===== config.mk =====
export PLATFORM = sky130hd
export DESIGN_NAME = peripheral_spram_tl_req_queue_flat
export DESIGN_NICKNAME = d
export VERILOG_FILES = /design/src/rtl/peripheral_spram_tl_req_queue_pkg.sv /design/src/rtl/peripheral_spram_tl_req_queue_if.sv /design/src/rtl/peripheral_spram_tl_req_fifo.sv /design/src/rtl/peripheral_spram_tl_req_queue.sv /design/src/flat_wrapper.sv
export SDC_FILE = /design/constraint.sdc
export NUM_CORES = 1
export LEC_CHECK = 0
export BUFFER_PORTS_ARGS = -buffer_cell sky130_fd_sc_hd__buf_2
export CORE_MARGIN = 2
export CORE_UTILIZATION = 52
export DETAILED_ROUTE_END_ITERATION = 10
export GPL_ROUTABILITY_DRIVEN = 0
export GPL_TIMING_DRIVEN = 0
export HOLD_SLACK_MARGIN = 0.12
export PLACE_DENSITY = 0.79
export SLEW_MARGIN = 40
export SYNTH_ARGS = -nofsm -noshare
export SYNTH_HDL_FRONTEND = slang
export SYNTH_HIERARCHICAL = 1
export SYNTH_SLANG_ARGS = --single-unit
export TNS_END_PERCENT = 5

===== constraint.sdc =====
create_clock -name clk -period 5.2 [get_ports clk]
set_input_delay 0.26 -clock clk [delete_from_list [all_inputs] [get_ports clk]]
set_output_delay 0.26 -clock clk [all_outputs]
set_load 0.05 [all_outputs]

===== src/rtl/peripheral_spram_tl_req_queue_pkg.sv =====
// Shared BIU types for the SPRAM TileLink request path: burst-type encoding
// and the packed request entry held in the request FIFO.
package peripheral_biu_pkg;

   localparam int BIU_XLEN_MAX = 64;
   localparam int BIU_PLEN_MAX = 64;

   typedef enum logic [2:0] {
      SINGLE = 3'b000,
      INCR   = 3'b001,
      WRAP4  = 3'b010,
      INCR4  = 3'b011,
      WRAP8  = 3'b100,
      INCR8  = 3'b101
   } biu_type_t;

   // Fields are sized for the widest supported bus; narrower buses use the low bits.
   typedef struct packed {
      logic                    we;
      logic [BIU_PLEN_MAX-1:0] adr;
      logic [2:0]              size;
      logic [2:0]              prot;
      logic                    lock;
      logic [BIU_XLEN_MAX-1:0] d;
   } req_entry_t;

endpackage


===== src/rtl/peripheral_spram_tl_req_queue_if.sv =====
// Core request/response and BIU strobe bus of the SPRAM TL request queue.
interface peripheral_spram_tl_req_queue_if #(
   parameter int XLEN = 64,
   parameter int PLEN = 64
);
   logic            req_valid_i;
   logic            req_ready_o;
   logic            req_we_i;
   logic [PLEN-1:0] req_adr_i;
   logic [2:0]      req_size_i;
   logic [2:0]      req_prot_i;
   logic            req_lock_i;
   logic [XLEN-1:0] req_d_i;
   logic            rsp_valid_o;
   logic [XLEN-1:0] rsp_q_o;
   logic            rsp_err_o;
   logic            biu_stb_o;
   logic            biu_stb_ack_i;
   logic            biu_d_ack_i;
   logic [PLEN-1:0] biu_adri_o;
   logic [2:0]      biu_size_o;
   logic [2:0]      biu_type_o;
   logic [2:0]      biu_prot_o;
   logic            biu_lock_o;
   logic            biu_we_o;
   logic [XLEN-1:0] biu_d_o;
   logic [XLEN-1:0] biu_q_i;
   logic            biu_ack_i;
   logic            biu_err_i;

   modport master (
      input  req_valid_i, req_we_i, req_adr_i, req_size_i, req_prot_i, req_lock_i, req_d_i,
      output req_ready_o, rsp_valid_o, rsp_q_o, rsp_err_o,
      output biu_stb_o, biu_adri_o, biu_size_o, biu_type_o, biu_prot_o, biu_lock_o,
             biu_we_o, biu_d_o,
      input  biu_stb_ack_i, biu_d_ack_i, biu_q_i, biu_ack_i, biu_err_i
   );

   modport slave (
      output req_valid_i, req_we_i, req_adr_i, req_size_i, req_prot_i, req_lock_i, req_d_i,
      input  req_ready_o, rsp_valid_o, rsp_q_o, rsp_err_o,
      input  biu_stb_o, biu_adri_o, biu_size_o, biu_type_o, biu_prot_o, biu_lock_o,
             biu_we_o, biu_d_o,
      output biu_stb_ack_i, biu_d_ack_i, biu_q_i, biu_ack_i, biu_err_i
   );

endinterface


===== src/rtl/peripheral_spram_tl_req_fifo.sv =====
// Generic synchronous FIFO with registered occupancy count; pushes when full
// and pops when empty are ignored.
module peripheral_spram_tl_req_fifo #(
   parameter int W     = 8,
   parameter int DEPTH = 4
) (
   input  logic                       clk,
   input  logic                       rst,
   input  logic                       push,
   input  logic [W-1:0]               din,
   input  logic                       pop,
   output logic [W-1:0]               dout,
   output logic                       full,
   output logic                       empty,
   output logic [$clog2(DEPTH):0]     count
);

   localparam int AW = $clog2(DEPTH);
   localparam logic [AW:0] FULL_CNT = (AW+1)'(DEPTH);

   logic [W-1:0]  mem [DEPTH];
   logic [AW-1:0] wr_ptr;
   logic [AW-1:0] rd_ptr;
   logic          do_push;
   logic          do_pop;

   assign full    = (count == FULL_CNT);
   assign empty   = (count == '0);
   assign do_push = push & ~full;
   assign do_pop  = pop & ~empty;
   assign dout    = mem[rd_ptr];

   always_ff @(posedge clk) begin
      if (!rst) begin
         wr_ptr <= '0;
         rd_ptr <= '0;
         count  <= '0;
      end else begin
         if (do_push) wr_ptr <= wr_ptr + 1'b1;
         if (do_pop)  rd_ptr <= rd_ptr + 1'b1;
         count <= count + (AW+1)'(do_push) - (AW+1)'(do_pop);
      end
   end

   always_ff @(posedge clk) begin
      if (rst && do_push) mem[wr_ptr] <= din;
   end

endmodule


===== src/rtl/peripheral_spram_tl_req_queue.sv =====
// SPRAM TL BIU request stage: queues core requests, issues them on the
// stb/stb_ack handshake and returns in-order ack/err responses.
module peripheral_spram_tl_req_queue
   import peripheral_biu_pkg::*;
#(
   parameter int XLEN    = 64,
   parameter int PLEN    = 64,
   parameter int DEPTH   = 4,
   parameter int MAX_OUT = 2
) (
   input  logic                              clk,
   input  logic                              rst,
   peripheral_spram_tl_req_queue_if.master   bus,
   output logic [2:0]                        outstanding_o,
   output logic                              proto_err_o
);

   localparam int CW = $clog2(DEPTH) + 1;
   localparam logic [2:0] MAX_OUT_C = 3'(MAX_OUT);

   req_entry_t      push_entry;
   req_entry_t      head;
   logic            fifo_full;
   logic            fifo_empty;
   logic [CW-1:0]   fifo_count_unused;
   logic            push;
   logic            pop;
   logic            lock_stall;
   logic            stb;
   logic            rsp_evt;
   logic            rsp_take;
   logic [2:0]      ins_idx;
   logic [7:0]      out_we;
   logic [7:0]      out_we_nxt;
   logic            unused_d_ack;

   assign unused_d_ack = bus.biu_d_ack_i;

   always_comb begin
      push_entry                = '0;
      push_entry.we             = bus.req_we_i;
      push_entry.adr[PLEN-1:0]  = bus.req_adr_i;
      push_entry.size           = bus.req_size_i;
      push_entry.prot           = bus.req_prot_i;
      push_entry.lock           = bus.req_lock_i;
      push_entry.d[XLEN-1:0]    = bus.req_d_i;
   end

   assign bus.req_ready_o = ~fifo_full;
   assign push            = bus.req_valid_i & ~fifo_full;

   peripheral_spram_tl_req_fifo #(
      .W     ($bits(req_entry_t)),
      .DEPTH (DEPTH)
   ) u_fifo (
      .clk   (clk),
      .rst   (rst),
      .push  (push),
      .din   (push_entry),
      .pop   (pop),
      .dout  (head),
      .full  (fifo_full),
      .empty (fifo_empty),
      .count (fifo_count_unused)
   );

   // A locked head waits until everything already issued has completed.
   assign lock_stall = head.lock & (outstanding_o != 3'd0);
   assign stb        = ~fifo_empty & (outstanding_o < MAX_OUT_C) & ~lock_stall;
   assign pop        = stb & bus.biu_stb_ack_i;
   assign rsp_evt    = bus.biu_ack_i | bus.biu_err_i;
   assign rsp_take   = rsp_evt & (outstanding_o != 3'd0);

   always_comb begin
      bus.biu_stb_o  = stb;
      bus.biu_type_o = SINGLE;
      bus.biu_adri_o = '0;
      bus.biu_size_o = '0;
      bus.biu_prot_o = '0;
      bus.biu_lock_o = 1'b0;
      bus.biu_we_o   = 1'b0;
      bus.biu_d_o    = '0;
      if (stb) begin
         bus.biu_adri_o = head.adr[PLEN-1:0];
         bus.biu_size_o = head.size;
         bus.biu_prot_o = head.prot;
         bus.biu_lock_o = head.lock;
         bus.biu_we_o   = head.we;
         bus.biu_d_o    = head.d[XLEN-1:0];
      end
   end

   // out_we holds the write flag of each outstanding transfer, oldest in bit 0;
   // a same-cycle retire shifts first so the new entry lands after the survivors.
   assign ins_idx = outstanding_o - 3'(rsp_take);

   always_comb begin
      out_we_nxt = rsp_take ? (out_we >> 1) : out_we;
      if (pop) out_we_nxt[ins_idx] = head.we;
   end

   always_ff @(posedge clk) begin
      if (!rst) begin
         outstanding_o   <= '0;
         out_we          <= '0;
         proto_err_o     <= 1'b0;
         bus.rsp_valid_o <= 1'b0;
         bus.rsp_q_o     <= '0;
         bus.rsp_err_o   <= 1'b0;
      end else begin
         outstanding_o   <= outstanding_o + 3'(pop) - 3'(rsp_take);
         out_we          <= out_we_nxt;
         bus.rsp_valid_o <= rsp_take;
         if (rsp_take) begin
            bus.rsp_err_o <= bus.biu_err_i;
            bus.rsp_q_o   <= (bus.biu_err_i | out_we[0]) ? '0 : bus.biu_q_i;
         end
         if (rsp_evt && outstanding_o == 3'd0) proto_err_o <= 1'b1;
      end
   end

endmodule


===== src/flat_wrapper.sv =====
// flat-port wrapper written by rule: the top's interface ports become plain ports
module peripheral_spram_tl_req_queue_flat import peripheral_biu_pkg::*;
#(
   parameter int XLEN    = 64,
   parameter int PLEN    = 64,
   parameter int DEPTH   = 4,
   parameter int MAX_OUT = 2
)
  (clk, rst, outstanding_o, proto_err_o, bus_req_valid_i, bus_req_we_i, bus_req_adr_i, bus_req_size_i, bus_req_prot_i, bus_req_lock_i, bus_req_d_i, bus_req_ready_o, bus_rsp_valid_o, bus_rsp_q_o, bus_rsp_err_o, bus_biu_stb_o, bus_biu_adri_o, bus_biu_size_o, bus_biu_type_o, bus_biu_prot_o, bus_biu_lock_o, bus_biu_we_o, bus_biu_d_o, bus_biu_stb_ack_i, bus_biu_d_ack_i, bus_biu_q_i, bus_biu_ack_i, bus_biu_err_i);
  peripheral_spram_tl_req_queue_if #(.XLEN(XLEN), .PLEN(PLEN)) bus_i ();
  input  logic clk;
  input  logic rst;
  output logic [2:0] outstanding_o;
  output logic proto_err_o;
  input wire logic [$bits(bus_i.req_valid_i)-1:0] bus_req_valid_i;
  input wire logic [$bits(bus_i.req_we_i)-1:0] bus_req_we_i;
  input wire logic [$bits(bus_i.req_adr_i)-1:0] bus_req_adr_i;
  input wire logic [$bits(bus_i.req_size_i)-1:0] bus_req_size_i;
  input wire logic [$bits(bus_i.req_prot_i)-1:0] bus_req_prot_i;
  input wire logic [$bits(bus_i.req_lock_i)-1:0] bus_req_lock_i;
  input wire logic [$bits(bus_i.req_d_i)-1:0] bus_req_d_i;
  output wire logic [$bits(bus_i.req_ready_o)-1:0] bus_req_ready_o;
  output wire logic [$bits(bus_i.rsp_valid_o)-1:0] bus_rsp_valid_o;
  output wire logic [$bits(bus_i.rsp_q_o)-1:0] bus_rsp_q_o;
  output wire logic [$bits(bus_i.rsp_err_o)-1:0] bus_rsp_err_o;
  output wire logic [$bits(bus_i.biu_stb_o)-1:0] bus_biu_stb_o;
  output wire logic [$bits(bus_i.biu_adri_o)-1:0] bus_biu_adri_o;
  output wire logic [$bits(bus_i.biu_size_o)-1:0] bus_biu_size_o;
  output wire logic [$bits(bus_i.biu_type_o)-1:0] bus_biu_type_o;
  output wire logic [$bits(bus_i.biu_prot_o)-1:0] bus_biu_prot_o;
  output wire logic [$bits(bus_i.biu_lock_o)-1:0] bus_biu_lock_o;
  output wire logic [$bits(bus_i.biu_we_o)-1:0] bus_biu_we_o;
  output wire logic [$bits(bus_i.biu_d_o)-1:0] bus_biu_d_o;
  input wire logic [$bits(bus_i.biu_stb_ack_i)-1:0] bus_biu_stb_ack_i;
  input wire logic [$bits(bus_i.biu_d_ack_i)-1:0] bus_biu_d_ack_i;
  input wire logic [$bits(bus_i.biu_q_i)-1:0] bus_biu_q_i;
  input wire logic [$bits(bus_i.biu_ack_i)-1:0] bus_biu_ack_i;
  input wire logic [$bits(bus_i.biu_err_i)-1:0] bus_biu_err_i;
  assign bus_i.req_valid_i = bus_req_valid_i;
  assign bus_i.req_we_i = bus_req_we_i;
  assign bus_i.req_adr_i = bus_req_adr_i;
  assign bus_i.req_size_i = bus_req_size_i;
  assign bus_i.req_prot_i = bus_req_prot_i;
  assign bus_i.req_lock_i = bus_req_lock_i;
  assign bus_i.req_d_i = bus_req_d_i;
  assign bus_req_ready_o = bus_i.req_ready_o;
  assign bus_rsp_valid_o = bus_i.rsp_valid_o;
  assign bus_rsp_q_o = bus_i.rsp_q_o;
  assign bus_rsp_err_o = bus_i.rsp_err_o;
  assign bus_biu_stb_o = bus_i.biu_stb_o;
  assign bus_biu_adri_o = bus_i.biu_adri_o;
  assign bus_biu_size_o = bus_i.biu_size_o;
  assign bus_biu_type_o = bus_i.biu_type_o;
  assign bus_biu_prot_o = bus_i.biu_prot_o;
  assign bus_biu_lock_o = bus_i.biu_lock_o;
  assign bus_biu_we_o = bus_i.biu_we_o;
  assign bus_biu_d_o = bus_i.biu_d_o;
  assign bus_i.biu_stb_ack_i = bus_biu_stb_ack_i;
  assign bus_i.biu_d_ack_i = bus_biu_d_ack_i;
  assign bus_i.biu_q_i = bus_biu_q_i;
  assign bus_i.biu_ack_i = bus_biu_ack_i;
  assign bus_i.biu_err_i = bus_biu_err_i;
  peripheral_spram_tl_req_queue #(.XLEN(XLEN), .PLEN(PLEN), .DEPTH(DEPTH), .MAX_OUT(MAX_OUT)) u_core (.clk(clk), .rst(rst), .bus(bus_i), .outstanding_o(outstanding_o), .proto_err_o(proto_err_o));
endmodule

# [Word level (Yosys, flattened, before mapping)]
# Memory sizes are Yosys's and may differ from the RTL's. A register that Yosys moved wholly into a read port is not among the register bits.
# Index checks and enable logic that the tools add are counted.
[classes] n_addsub=7 n_mul=0 div=0 magnitude_cmp=3 n_eq_ne=1 n_shift=0 mux=16 bitwise=13 n_reduce_logical=6
[ops] cell="$mux W64" count=3
[ops] cell="$mux W8" count=2
[ops] cell="$sub A3 B1 Y3" count=3
[ops] cell="$and A1 B1 Y1" count=8
[ops] cell="$bwmux W8" count=1
[ops] cell="$add A3 B1 Y3" count=2
[ops] cell="$logic_not A3 Y1" count=2
[ops] cell="$mux W3" count=2
[ops] cell="$mux W1" count=5
[ops] cell="$add A2 B1 Y2 const B" count=2
[ops] cell="$lt A3 B4 Y1 const B" count=1
[ops] cell="$mux W2" count=2
[ops] cell="$demux W1 S3" count=1
[ops] cell="$eq A3 B3 Y1 const B" count=1
[ops] cell="$ge A3 B1 Y1 const B" count=1
[ops] cell="$logic_and A1 B1 Y1" count=3
[ops] cell="$lt A3 B2 Y1 const B" count=1
[ops] cell="$not A1 Y1" count=3
[ops] cell="$reduce_bool A3 Y1" count=1
[ops] cell="$or A1 B1 Y1" count=2
[word_totals] reg_bits=85 latchBits=0 ram_bits=544 romBits=0 inputBits=207 out_inout_bits=211 mem_count=1
[memory_table] name="u_core.u_fifo.mem" depth=4 width=136 read_ports=1 rd_ports_with_merged_regs=1 wr=1 line="peripheral_spram_tl_req_fifo.sv:21" text="logic [W-1:0] mem [DEPTH];"

# [Logic depth before layout (Yosys ltp)]
[depth] depth_word=9 ltp_mapped=16 mapped_depth_nobuf=12

# [By module]
# The synthesis kept the hierarchy.
[by_module_without_submodules] module="peripheral_spram_tl_req_fifo" n_inst=1 cells_per_inst=761 area_each_um2=20060.5
[by_module_without_submodules] module="peripheral_spram_tl_req_queue" n_inst=1 cells_per_inst=384 area_each_um2=3839.9

# [Worst setup path before layout]
# OpenSTA, ideal clock, no wires.
[synth_path] path_type="register to register" start="register u_core.u_fifo.count[2]" end="memory u_core/u_fifo/mem[0][0] in the netlist's numbering (enable)" setup_time_ns=0.512 arrival_ns=4.107 t_required_ns=4.688 slack_ns=0.581 path_stages_with_launch=6 n_path_buf=1 path_cell_list="dfxtp_1 -> nor3b_1 -> nor2b_1 -> nor2b_1 -> clkbuf_1 -> and3_1"
[synth_via] elab_chain_len=7
[synth_rtl] element="from (decl)" line="peripheral_spram_tl_req_fifo.sv:15" text="output logic [$clog2(DEPTH):0] count"
[synth_rtl] element="from (signal assigned)" line="peripheral_spram_tl_req_fifo.sv:41" text="count <= count + (AW+1)'(do_push) - (AW+1)'(do_pop);"
[synth_rtl] element="$eq A3 B3 Y1" line="peripheral_spram_tl_req_fifo.sv:27" text="assign full = (count == FULL_CNT);"
[synth_rtl] element="named net u_core.fifo_full" line="peripheral_spram_tl_req_queue.sv:23" text="logic fifo_full;"
[synth_rtl] element="$not A1 Y1" line="peripheral_spram_tl_req_queue.sv:50" text="assign push = bus.req_valid_i & ~fifo_full;"
[synth_rtl] element="$and A1 B1 Y1" line="peripheral_spram_tl_req_queue.sv:50"
[synth_rtl] element="named net u_core.push" line="peripheral_spram_tl_req_queue.sv:26" text="logic push;"
[synth_rtl] element="$and A1 B1 Y1" line="peripheral_spram_tl_req_fifo.sv:29" text="assign do_push = push & ~full;"
[synth_rtl] element="$logic_and A1 B1 Y1" line="peripheral_spram_tl_req_fifo.sv:46" text="if (rst && do_push) mem[wr_ptr] <= din;"
[synth_rtl] element="$mux W1" line="peripheral_spram_tl_req_fifo.sv:46"
[synth_rtl] element="$mux W1 (implied by the code)" line="peripheral_spram_tl_req_fifo.sv:46"
[synth_rtl] element="to (decl)" line="peripheral_spram_tl_req_fifo.sv:21"
# The timed path passes the listed nets, and every way through them passes these cells.

==> results.py <==
metrics = {
    "critical_path": {
        "critical_path_buf_inv_count": 5,
        "reg2reg_to": "u_core/u_fifo/count[2]",
        "start_kind": "register",
        "critical-path-slowest-cell": "sky130_fd_sc_hd__clkbuf_1",
        "worst-path-max-fanout": 10,
        "crit_end": "u_core/u_fifo/count[2]",
        "cp.required_ps": 5690,
        "category_of_the_critical_setup_timing_path": "register to register",
        "crit_cells": 16,
        "cp-end-kind": "register",
        "crit_arrival_ps": 5140,
        "cp_slowest_stage_delay_ps": 540,
        "crit_chain": "buf_2, clkbuf_1, mux4_2, o31ai_1, and3b_1, buf_4, clkbuf_2, and2_1, nor2b_1, ha_1, inv_1, ha_1, fa_1, xor2_1, xnor2_1, and2_1",
        "internal_reg_to_reg_setup_slack_ps": 550,
        "reg2regPathDepth": 16,
        "cpLargestDelayFamily": "buffers and inverters",
    },
    "floorplan": {
        "initial_core_util_pct": 52.7,
        "dieWidth_microns": 218,
        "placement_rows": 78,
        "design.portCount": 418,
        "fp.dieH_microns": 218,
        "floorplan.die_area_sq_um": 47700,
        "coreArea_sq_um": 45400,
    },
    "detailed_routing": {
        "drc": 0,
        "detail_route.wl_per_cell_microns": 23.0,
        "first_iter_violations": 1053,
        "drtAntennaViolNets": 0,
        "drtPass1Iterations": 7,
        "avgViaCountPerCell": 5.45,
        "drt_wl_total_microns": 57600,
        "detailroute.via_count": 13600,
    },
    "place": {
        "dp_hpwl_microns": 35200,
        "port-buffer-count": 413,
        "total_placed_instance_area_sq_um": 27100,
        "place_ws_ps": 435,
        "placed_insts": 2177,
    },
    "synth": {
        "dominantRegCellSynth": "sky130_fd_sc_hd__edfxtp_1",
        "synth-compound-area-share_pct": 3.22,
        "area_of_the_mapped_netlist_sq_um": 23900,
        "async_reset_ff_share_pct": 0,
        "synth_simple_gate_area_share_pct": 4.86,
        "synth_mux_area_share_pct": 13.2,
        "yosysTopAreaCellShare_pct": 68.3,
        "synth-xor-area-share_pct": 0.183,
        "post_synth_cell_types": 40,
        "netlist_top_cells_area": "sky130_fd_sc_hd__edfxtp_1, sky130_fd_sc_hd__mux4_2, sky130_fd_sc_hd__dfxtp_1",
        "synth-edff-count": 544,
        "synth_fa_ha_area_share_pct": 0.743,
        "post_synth.cell_area_avg_sq_um": 20.9,
        "synthCells": 1145,
        "postSynthRegisterBits": 631,
        "dominant_combinational_cell_family_by_area_after_synthesis": "multiplexers",
        "synth_top_cell_by_area": "sky130_fd_sc_hd__edfxtp_1",
        "ys_seq_area_share_pct": 75.6,
        "yosysWarningCount": 6,
    },
    "global_routing": {
        "via_count_of_the_first_global_routing_pass": 14500,
        "pin_count_of_the_biggest_net_entering_global_routing": 36,
        "global_route_wire_length_before_repair_microns": 85400,
        "antenna_found_initial": 7,
        "grt_overflow": 0,
        "gr-usage-all-layers_pct": 24.2,
    },
    "clock_tree": {
        "ctsResizeCount": 0,
        "cts.sinks": 631,
        "cts_buffers": 61,
        "tritoncts": "done",
        "cts.clk_slew.worst_paths_ps": 60,
        "ctsLongestPathBuffers": 3,
        "cts-htree-levels": 2,
        "clock_tree.root_cell": "sky130_fd_sc_hd__clkbuf_16",
        "clock_latency_at_the_later_pin_of_the_worst_skew_pair_ps": 620,
    },
    "cells_and_area": {
        "finalCoreUtilization_pct": 68.5,
        "fraction_of_layout_instances_using_a_drive_strength_above_1_pct": 40.8,
        "layout.cells.most_common": "sky130_fd_sc_hd__edfxtp_1",
        "layout.cells.most_common_list": "sky130_fd_sc_hd__edfxtp_1, sky130_fd_sc_hd__buf_2, sky130_fd_sc_hd__dlygate4sd3_1",
        "final-instance-count-excl-fill": 2502,
        "finish.net_count": 2065,
        "syn2layout_area_growth_pct": 30.1,
        "layout.cell_area.non_filler_sq_um": 31100,
    },
    "sta": {
        "max_freq_ghz": 0.215,
        "finalCriticalPeriod_ps": 4650,
        "final_period_utilization_pct": 89.5,
        "clock-skew-final_ps": 25.7,
        "final-hold-violation-count": 0,
        "setup_slack_ps": 547,
        "grt_setup_unrepaired": "false",
        "max-slew-margin-rel_pct": 47.7,
        "count_of_endpoints_failing_setup_in_the_final_report": 0,
        "timing_worst_slew_pin_value_ps": 784,
        "finalMaxSlewViolations": 0,
    },
    "worst_hold_path": {
        "hold_class": "primary input to register",
    },
    "outcome": {
        "status": "finished, final reports clean",
    },
    "power": {
        "power.ir.vdd_worst_mv": 0.451,
        "leakagePower_nw": 11.5,
        "power_mw": 14.8,
        "power_density_nw_per_um2": 476,
    },
    "job": {
        "maxCapViolations": 0,
    },
}
[flip-flops by register name (all words and copies together) (netlist names), named ones only]
signal	cells
u_core/u_fifo/count	3
u_core/bus.rsp_q_o	64
u_core/u_fifo/mem	544
u_core/out_we	8
u_core/proto_err_o	1
u_core/bus.rsp_err_o	1
u_core/bus.rsp_valid_o	1
u_core/outstanding_o	3
u_core/u_fifo/rd_ptr	2
u_core/u_fifo/wr_ptr	2
[synth_stat cells, types with 2 or more instances]
cell type	count
sky130_fd_sc_hd__nor2b_1	3
sky130_fd_sc_hd__buf_6	14
sky130_fd_sc_hd__and2_1	144
sky130_fd_sc_hd__nand4_1	8
sky130_fd_sc_hd__o31ai_1	2
sky130_fd_sc_hd__a22o_1	9
sky130_fd_sc_hd__mux2i_1	10
sky130_fd_sc_hd__xor2_1	3
sky130_fd_sc_hd__fa_1	2
sky130_fd_sc_hd__or3_1	2
sky130_fd_sc_hd__a221oi_1	7
sky130_fd_sc_hd__nor2_1	5
sky130_fd_sc_hd__clkbuf_2	12
sky130_fd_sc_hd__o21ai_0	3
sky130_fd_sc_hd__xnor2_1	2
sky130_fd_sc_hd__edfxtp_1	544
sky130_fd_sc_hd__buf_4	14
sky130_fd_sc_hd__buf_2	17
sky130_fd_sc_hd__nand2_1	8
sky130_fd_sc_hd__and3_1	4
sky130_fd_sc_hd__clkbuf_1	10
sky130_fd_sc_hd__inv_1	15
sky130_fd_sc_hd__a22o_2	55
sky130_fd_sc_hd__dfxtp_1	87
sky130_fd_sc_hd__nor3_1	5
sky130_fd_sc_hd__ha_1	11
sky130_fd_sc_hd__mux4_2	136
[worst min path at each step]
stage	startpoint	to	slack, ps	cells past startpoint
final	bus_biu_stb_ack_i	u_core/out_we[2]	190	4
after CTS	bus_biu_err_i	u_core/bus.rsp_q_o[15]	140	3
after global routing	bus_biu_stb_ack_i	u_core/out_we[6]	210	4
after detailed placement	u_core/bus.rsp_q_o[57]	u_core/bus.rsp_q_o[57]	460	1
after global placement	u_core/bus.rsp_q_o[60]	u_core/bus.rsp_q_o[60]	460	1
after floorplan	bus_req_d_i[0]	u_core/u_fifo/mem[0][0]	360	0
[routing by layer]
layer / track usage (%) / wire [microns] / up-vias
met1: 28.7 / 21400 / 6876
met5: 0 / 24 / -
li1: - / - / 6015
met2: 41.5 / 29200 / 593
met3: 5.43 / 4260 / 149
met4: 12.3 / 2810 / 4
[through the flow]
| stage | TNS (ps) | hold WS, ps |
|---|---|---|
| after floorplan | 0 | 359 |
| after global placement | -1130910 | 458 |
| after detailed placement | 0 | 460 |
| after CTS | 0 | 137 |
| after global routing | 0 | 206 |
| final | 0 | 191 |
[kinds of logic after synthesis]
kind of cell    after synthesis
other cells                   1
compound gates               80
mux                         146
simple gates                187
fa+ha+maj                    13
xor+xnor                      5
buf+inv                      82
flops                       631
[cell type report]
cell class                 count  area [sq um]
buffer                        67           445
timing repair buffer         635          4460
tap                          600           751
antenna                        6          15.0
clock inverter                39           348
inverter                      15          56.3
multi-input combinational    434          5350
sequential                   631         18100
fill                        2786         14300
clock buffer                  75          1600
[power breakdown]
group / internal (mW) / switching, mW
logic: 1.37 / 3.13
clock network: 2.44 / 1.83
registers: 5.91 / 0.141
[worst min-delay path, cell delays in order]
cell	delay, ps
sky130_fd_sc_hd__buf_2	120
sky130_fd_sc_hd__nor4bb_1	170
sky130_fd_sc_hd__nand4_1	110
sky130_fd_sc_hd__a221oi_1	70
[what timing repair did]
action,CTS,global route
endpoints found under the hold margin,615,0
hold buffers,204,0
buffers inserted,0,0
No activity file was read; power rests on OpenSTA's default activity.
